**config.mk**
```make
export PLATFORM = sky130hd
export DESIGN_NAME = branch_resolve
export DESIGN_NICKNAME = d
export VERILOG_FILES = /design/src/rtl/branch_resolve.sv
export SDC_FILE = /design/constraint.sdc
export NUM_CORES = 1
export LEC_CHECK = 0
export ABC_AREA = 0
export CORE_UTILIZATION = 40
export DETAILED_ROUTE_END_ITERATION = 8
export PLACE_DENSITY = 0.62
export SLEW_MARGIN = 20
export SYNTH_ARGS = -nofsm -noshare
export SYNTH_HDL_FRONTEND = slang
export SYNTH_SLANG_ARGS = --single-unit
```
**constraint.sdc**
```tcl
create_clock -name clk -period 16.43 [get_ports clk]
set_clock_uncertainty 0.1 [all_clocks]
set_input_delay 4.1075 -clock clk [delete_from_list [all_inputs] [get_ports clk]]
set_output_delay 4.1075 -clock clk [all_outputs]
set_load 0.01 [all_outputs]
```
**src/rtl/branch_resolve.sv**
```systemverilog
// branch_resolve - in-flight branch prediction queue, resolution, flush/redirect and predictor update
module branch_resolve #(
    parameter int DEPTH     = 4,
    parameter int FLUSH_CYC = 2,
    parameter int CNT_W     = 32
) (
    input  logic             clk,
    input  logic             rst_n,
    input  logic             pred_valid,
    input  logic             pred_taken,
    input  logic [31:0]      pred_pc,
    input  logic [31:0]      pred_target,
    input  logic             res_valid,
    input  logic             res_taken,
    input  logic [31:0]      res_pc,
    input  logic [31:0]      res_target,
    output logic             stall_id,
    output logic             flush,
    output logic [31:0]      redirect_pc,
    output logic             upd_valid,
    output logic [31:0]      upd_pc,
    output logic             upd_taken,
    output logic [31:0]      upd_target,
    output logic             tag_err,
    output logic [CNT_W-1:0] br_cnt,
    output logic [CNT_W-1:0] mp_cnt
);
    localparam int AW = $clog2(DEPTH);
    localparam int RW = $clog2(FLUSH_CYC + 1);
    localparam logic [AW:0]   FULL   = (AW + 1)'(DEPTH);
    localparam logic [RW-1:0] RELOAD = RW'(FLUSH_CYC);

    typedef enum logic {IDLE, RECOVER} state_t;
    state_t state, state_nx;

    logic          q_taken [DEPTH];
    logic [31:0]   q_pc    [DEPTH];
    logic [31:0]   q_target[DEPTH];
    logic [AW-1:0] wr_ptr, rd_ptr;
    logic [AW:0]   count;
    logic [RW-1:0] rcnt;

    logic        empty, resolve, mispredict, bad_tag, push, pop;
    logic        head_taken;
    logic [31:0] head_pc, head_target;

    // An empty queue resolves against a synthetic not-taken head.
    always_comb begin
        empty       = (count == '0);
        head_taken  = empty ? 1'b0  : q_taken[rd_ptr];
        head_pc     = empty ? '0    : q_pc[rd_ptr];
        head_target = empty ? '0    : q_target[rd_ptr];
        resolve     = res_valid & (state == IDLE);
        mispredict  = resolve & ((head_taken != res_taken) |
                                 (res_taken & (head_target != res_target)));
        bad_tag     = resolve & (empty | (head_pc != res_pc));
        stall_id    = ((count == FULL) & ~res_valid) | (state == RECOVER);
        push        = pred_valid & ~stall_id & ~mispredict;
        pop         = resolve & ~empty;
    end

    always_comb begin
        state_nx = state;
        case (state)
            IDLE:    if (mispredict) state_nx = RECOVER;
            RECOVER: if (rcnt <= RW'(1)) state_nx = IDLE;
            default: state_nx = IDLE;
        endcase
    end

    always_ff @(posedge clk or negedge rst_n) begin
        if (!rst_n) begin
            state <= IDLE;
            rcnt  <= '0;
        end else begin
            state <= state_nx;
            if (mispredict)
                rcnt <= RELOAD;
            else if (state == RECOVER && rcnt != '0)
                rcnt <= rcnt - RW'(1);
        end
    end

    always_ff @(posedge clk) begin
        if (push) begin
            q_taken[wr_ptr]  <= pred_taken;
            q_pc[wr_ptr]     <= pred_pc;
            q_target[wr_ptr] <= pred_target;
        end
    end

    always_ff @(posedge clk or negedge rst_n) begin
        if (!rst_n) begin
            wr_ptr      <= '0;
            rd_ptr      <= '0;
            count       <= '0;
            flush       <= 1'b0;
            redirect_pc <= '0;
            upd_valid   <= 1'b0;
            upd_pc      <= '0;
            upd_taken   <= 1'b0;
            upd_target  <= '0;
            tag_err     <= 1'b0;
            br_cnt      <= '0;
            mp_cnt      <= '0;
        end else begin
            flush     <= mispredict;
            upd_valid <= resolve;
            tag_err   <= tag_err | bad_tag;
            if (mispredict) begin
                // Everything younger than a mispredicted branch is wrong-path.
                wr_ptr <= '0;
                rd_ptr <= '0;
                count  <= '0;
            end else begin
                if (push) wr_ptr <= wr_ptr + AW'(1);
                if (pop)  rd_ptr <= rd_ptr + AW'(1);
                if (push && !pop)      count <= count + (AW + 1)'(1);
                else if (!push && pop) count <= count - (AW + 1)'(1);
            end
            if (resolve) begin
                upd_pc     <= res_pc;
                upd_taken  <= res_taken;
                upd_target <= res_target;
                if (br_cnt != '1) br_cnt <= br_cnt + CNT_W'(1);
            end
            if (mispredict) begin
                redirect_pc <= res_taken ? res_target : res_pc;
                if (mp_cnt != '1) mp_cnt <= mp_cnt + CNT_W'(1);
            end
        end
    end
endmodule

```
==> summary.txt <==
Cells and area
  – Area added between synthesis and finish: 28.8%
  – Final nets: approximately 1800
  – Combined flip-flop and latch cell area: ~0.012 mm2
  – Fin area: 0.0239 mm2
  – Filler cells: 3907
  – Final std cells w/o fill: about 2300
  – Share of post-route cells with drive strength above 1: between 10% and 20%
  – Final design utilization: 52.5%
  – Multi-input gate area: about 0.006 mm2

Min path
  – Tightest Hold Check Type: flop to flop
  – Hold path start: tag_err

Yosys
  – Most area-hungry cell type in the Yosys netlist: edfxtp_1
  – Synth Area in XOR/XNOR: roughly 4.9%
  – Share of the yosys chip area belonging to registers: 65.7%
  – Dominant synthesized flop cell: edfxtp_1
  – Unique masters post-synth: 61
  – Post-Synthesis Cells: approximately 1300
  – Count of state elements after synthesis: between 400 and 500
  – Number of enable flip-flop cells after synthesis: 260
  – Portion of synthesized cell area occupied by the leading cell type: between 40 and 50%
  – Post-synth design cell area: 0.0185 mm2
  – Cell types occupying the most area after synthesis: edfxtp_1 42%, dfrtp_1 24%, mux4_2 7.4%
  – Post-synthesis compound-gate area fraction: under 10%
  – Async set-or-reset flop fraction in the synthesized netlist: 40.1%
  – Mapped Avg Cell Area: 14.3 um2
  – Multiplexer fraction of the synthesized cell area: about an eighth
  – Area share of fa/ha/maj cells after synthesis: less than 1%
  – Simple logic cell fraction of the synthesized area: around a tenth
  – Post-synth net total: 1441
  – Warnings from Yosys: 0
  – Dominant combinational cell family by area after synthesis: multiplexers

Route
  – WL/cell: approximately 23 um
  – DR pass1 iterations: 5
  – Residual antenna-violating net count after detailed routing: 0
  – DRC: 0
  – Via count: approximately 12000
  – Final wirelength: about 52000 um
  – Average vias per placed instance: around 5.3
  – Number of DRC markers in iteration 0: around 960

Global routing
  – GRT overflow: 0
  – First-pass GRT wire length: ~77000 um
  – GRT Resource Usage Total: approximately 22%
  – Initial antenna violation count: 5
  – Vias in the first global route: 12000
  – Largest net degree at the start of global routing: roughly 110

Floorplan
  – Die Y: between 200 and 250 um
  – IO Count: ~300
  – Area of the placeable core: between 0.04 and 0.05 mm2
  – Starting utilization of the core area: 40.7%
  – Standard-cell row count: 78
  – Die area: 0.0472 mm2
  – X dimension of the die: 217 um

STA
  – Final count of pins violating max slew: 0
  – Final worst path period need: approximately 9.7 ns
  – Maximum clock rate: slightly above 0.1 GHz
  – Measured slew at the worst slew-check pin: 1.08 ns
  – Final hold slack: around 0.36 ns
  – Setup Total Neg Slack: 0 ns
  – Total count of hold-check failures in the final report: 0
  – Number of endpoints failing setup at the final stage: 0
  – Part of the cycle the worst path needs: between 50% and 60%
  – RSZ-0062 raised after global routing: false
  – Worst max-slew margin expressed relative to the limit: between 20% and 30%

Clock tree
  – Clock latency of the later-clocked register in the worst-skew pair: roughly 0.59 ns
  – Clock Tree Root: clkbuf_16
  – CTS Hold Buffers Added: 0
  – Total of cells resized after clock tree synthesis: 0
  – Number of buffers created by CTS: 48
  – H-Tree Level Count: 2
  – Clock tree from TritonCTS: built
  – Setup Buffers After CTS: 0
  – Bufs on Longest Clock Path: 3
  – Reg clk slew, reported paths: around 0.06 ns
  – Clk sinks: approximately 430

Worst setup path
  – Critical path arrival: around 5.5 ns
  – Critical Path Start: res_valid
  – Classification of the worst setup path: primary input to output pin
  – Kind of start point of the critical path: primary input
  – Worst r2r src: rd_ptr[0]
  – Required time of the worst setup path: 12.22 ns
  – Largest driver fanout on the critical path: 2
  – Crit end category: output pin

Power
  – Maximum vdd drop: between 100 and 150 uV
  – Leak: approximately 9 nW
  – Power per Cell Area: 162 mW/mm2

Placement
  – Post-DP HPWL: 35200 um
  – Placement Cell Area: approximately 0.022 mm2
  – Placed Instances: roughly 2200
  – Final estimated routing congestion in global placement: ~0.83
  – Number of port buffers: 298

Status
  – Result of the run: completed

Flow run
  – MaxCap Viol Count: 0
[final timing paths]
check                      cells past startpoint          to  slack (ns)
max reg2reg                                   12  q_pc[0][9]        9.98
min reg2reg                                    1     tag_err        0.36
max in group asynchronous                      2   rd_ptr[0]       11.08
min in group asynchronous                      1  br_cnt[29]        3.57
max                                            5    stall_id        6.73
min                                            1     tag_err        0.36
[sequential cells by signal (all words and copies together) (netlist names), 2 cells and up]
| signal | count |
|---|---|
| q_target | 128 |
| upd_pc | 32 |
| rd_ptr | 2 |
| q_pc | 128 |
| mp_cnt | 32 |
| rcnt | 2 |
| q_taken | 4 |
| upd_target | 32 |
| count | 3 |
| redirect_pc | 32 |
| br_cnt | 32 |
| wr_ptr | 2 |
[cell usage after synthesis, types with 4 or more instances]
library cell / instances
nand3_1: 40
a22oi_1: 8
or3_1: 6
nor2_1: 48
nor3_1: 27
mux2_4: 21
nor4_1: 28
xnor2_1: 35
buf_2: 12
o21ai_0: 36
ha_1: 8
mux2_1: 4
clkbuf_1: 32
edfxtp_1: 260
nand4_1: 17
nand2_1: 216
buf_6: 4
mux2i_1: 20
and3_1: 10
inv_1: 31
mux4_2: 61
and2_1: 4
mux2_2: 45
o22ai_1: 4
buf_4: 4
xor2_1: 68
nand2b_1: 8
dfrtp_1: 174
a21oi_1: 17
[report_power, final]
group | internal [mW] | switching, mW | total [mW] | leakage (nW)
Combinational | 0.597 | 0.600 | 1.20 | 3.72
Sequential | 1.39 | 0.152 | 1.55 | 4.54
Clock | 0.683 | 0.444 | 1.13 | 0.818
[cell families after synthesis]
kind of cell,Yosys count
compound gates,94
xor+xnor,103
fa+ha+maj,9
buf+inv,85
flops,434
mux,151
simple gates,422
[layer usage]
metal	vias up	GRT usage, %	routed length [um]
li1	5408	-	-
met1	6037	29.7	22400
met2	407	35.8	24500
met3	83	5.34	3580
met4	6	6.97	1490
met5	-	0	35
[area by class of cell]
type	instances	share of cell area, %
flip-flops and latches	434	51.0
multi-input cells	779	25.3
repair buffers	314	13.0
clock buffers	71	5.96
well taps	600	3.15
clock inverters	19	1.09
inverters	32	0.503
diodes	2	0.0210
[critical path, stage by stage]
cell and delay [ns]:
clkdlybuf4s50_1 0.53, inv_1 0.06, a41oi_1 0.26, inv_1 0.07
clkdlybuf4s50_1 0.48
[cells in the final DEF, fill, tap and decap left out, types with 21 or more instances in the layout]
| cell | netlist | layout |
|---|---|---|
| nand3_1 | 40 | 40 |
| mux4_2 | 61 | 61 |
| clkbuf_16 | 0 | 51 |
| nand2_1 | 216 | 216 |
| xnor2_1 | 35 | 35 |
| dfrtp_1 | 174 | 172 |
| mux2_4 | 21 | 21 |
| nor3_1 | 27 | 26 |
| mux2_2 | 45 | 45 |
| nor4_1 | 28 | 28 |
| clkdlybuf4s50_1 | 0 | 296 |
| o21ai_0 | 36 | 36 |
| xor2_1 | 68 | 68 |
| nor2_1 | 48 | 44 |
| edfxtp_1 | 260 | 260 |
| inv_1 | 31 | 30 |
[per-stage QoR]
stage / setup WS, ns / total power, mW
2_1_floorplan: 7.34 / 2.21
3_3_place_gp: 6.76 / 2.75
3_5_place_dp: 6.73 / 2.77
4_1_cts: 6.72 / 3.91
5_1_grt: 6.63 / 4.06
6_report: 6.73 / 3.87
(Power assumes the default switching activity.)
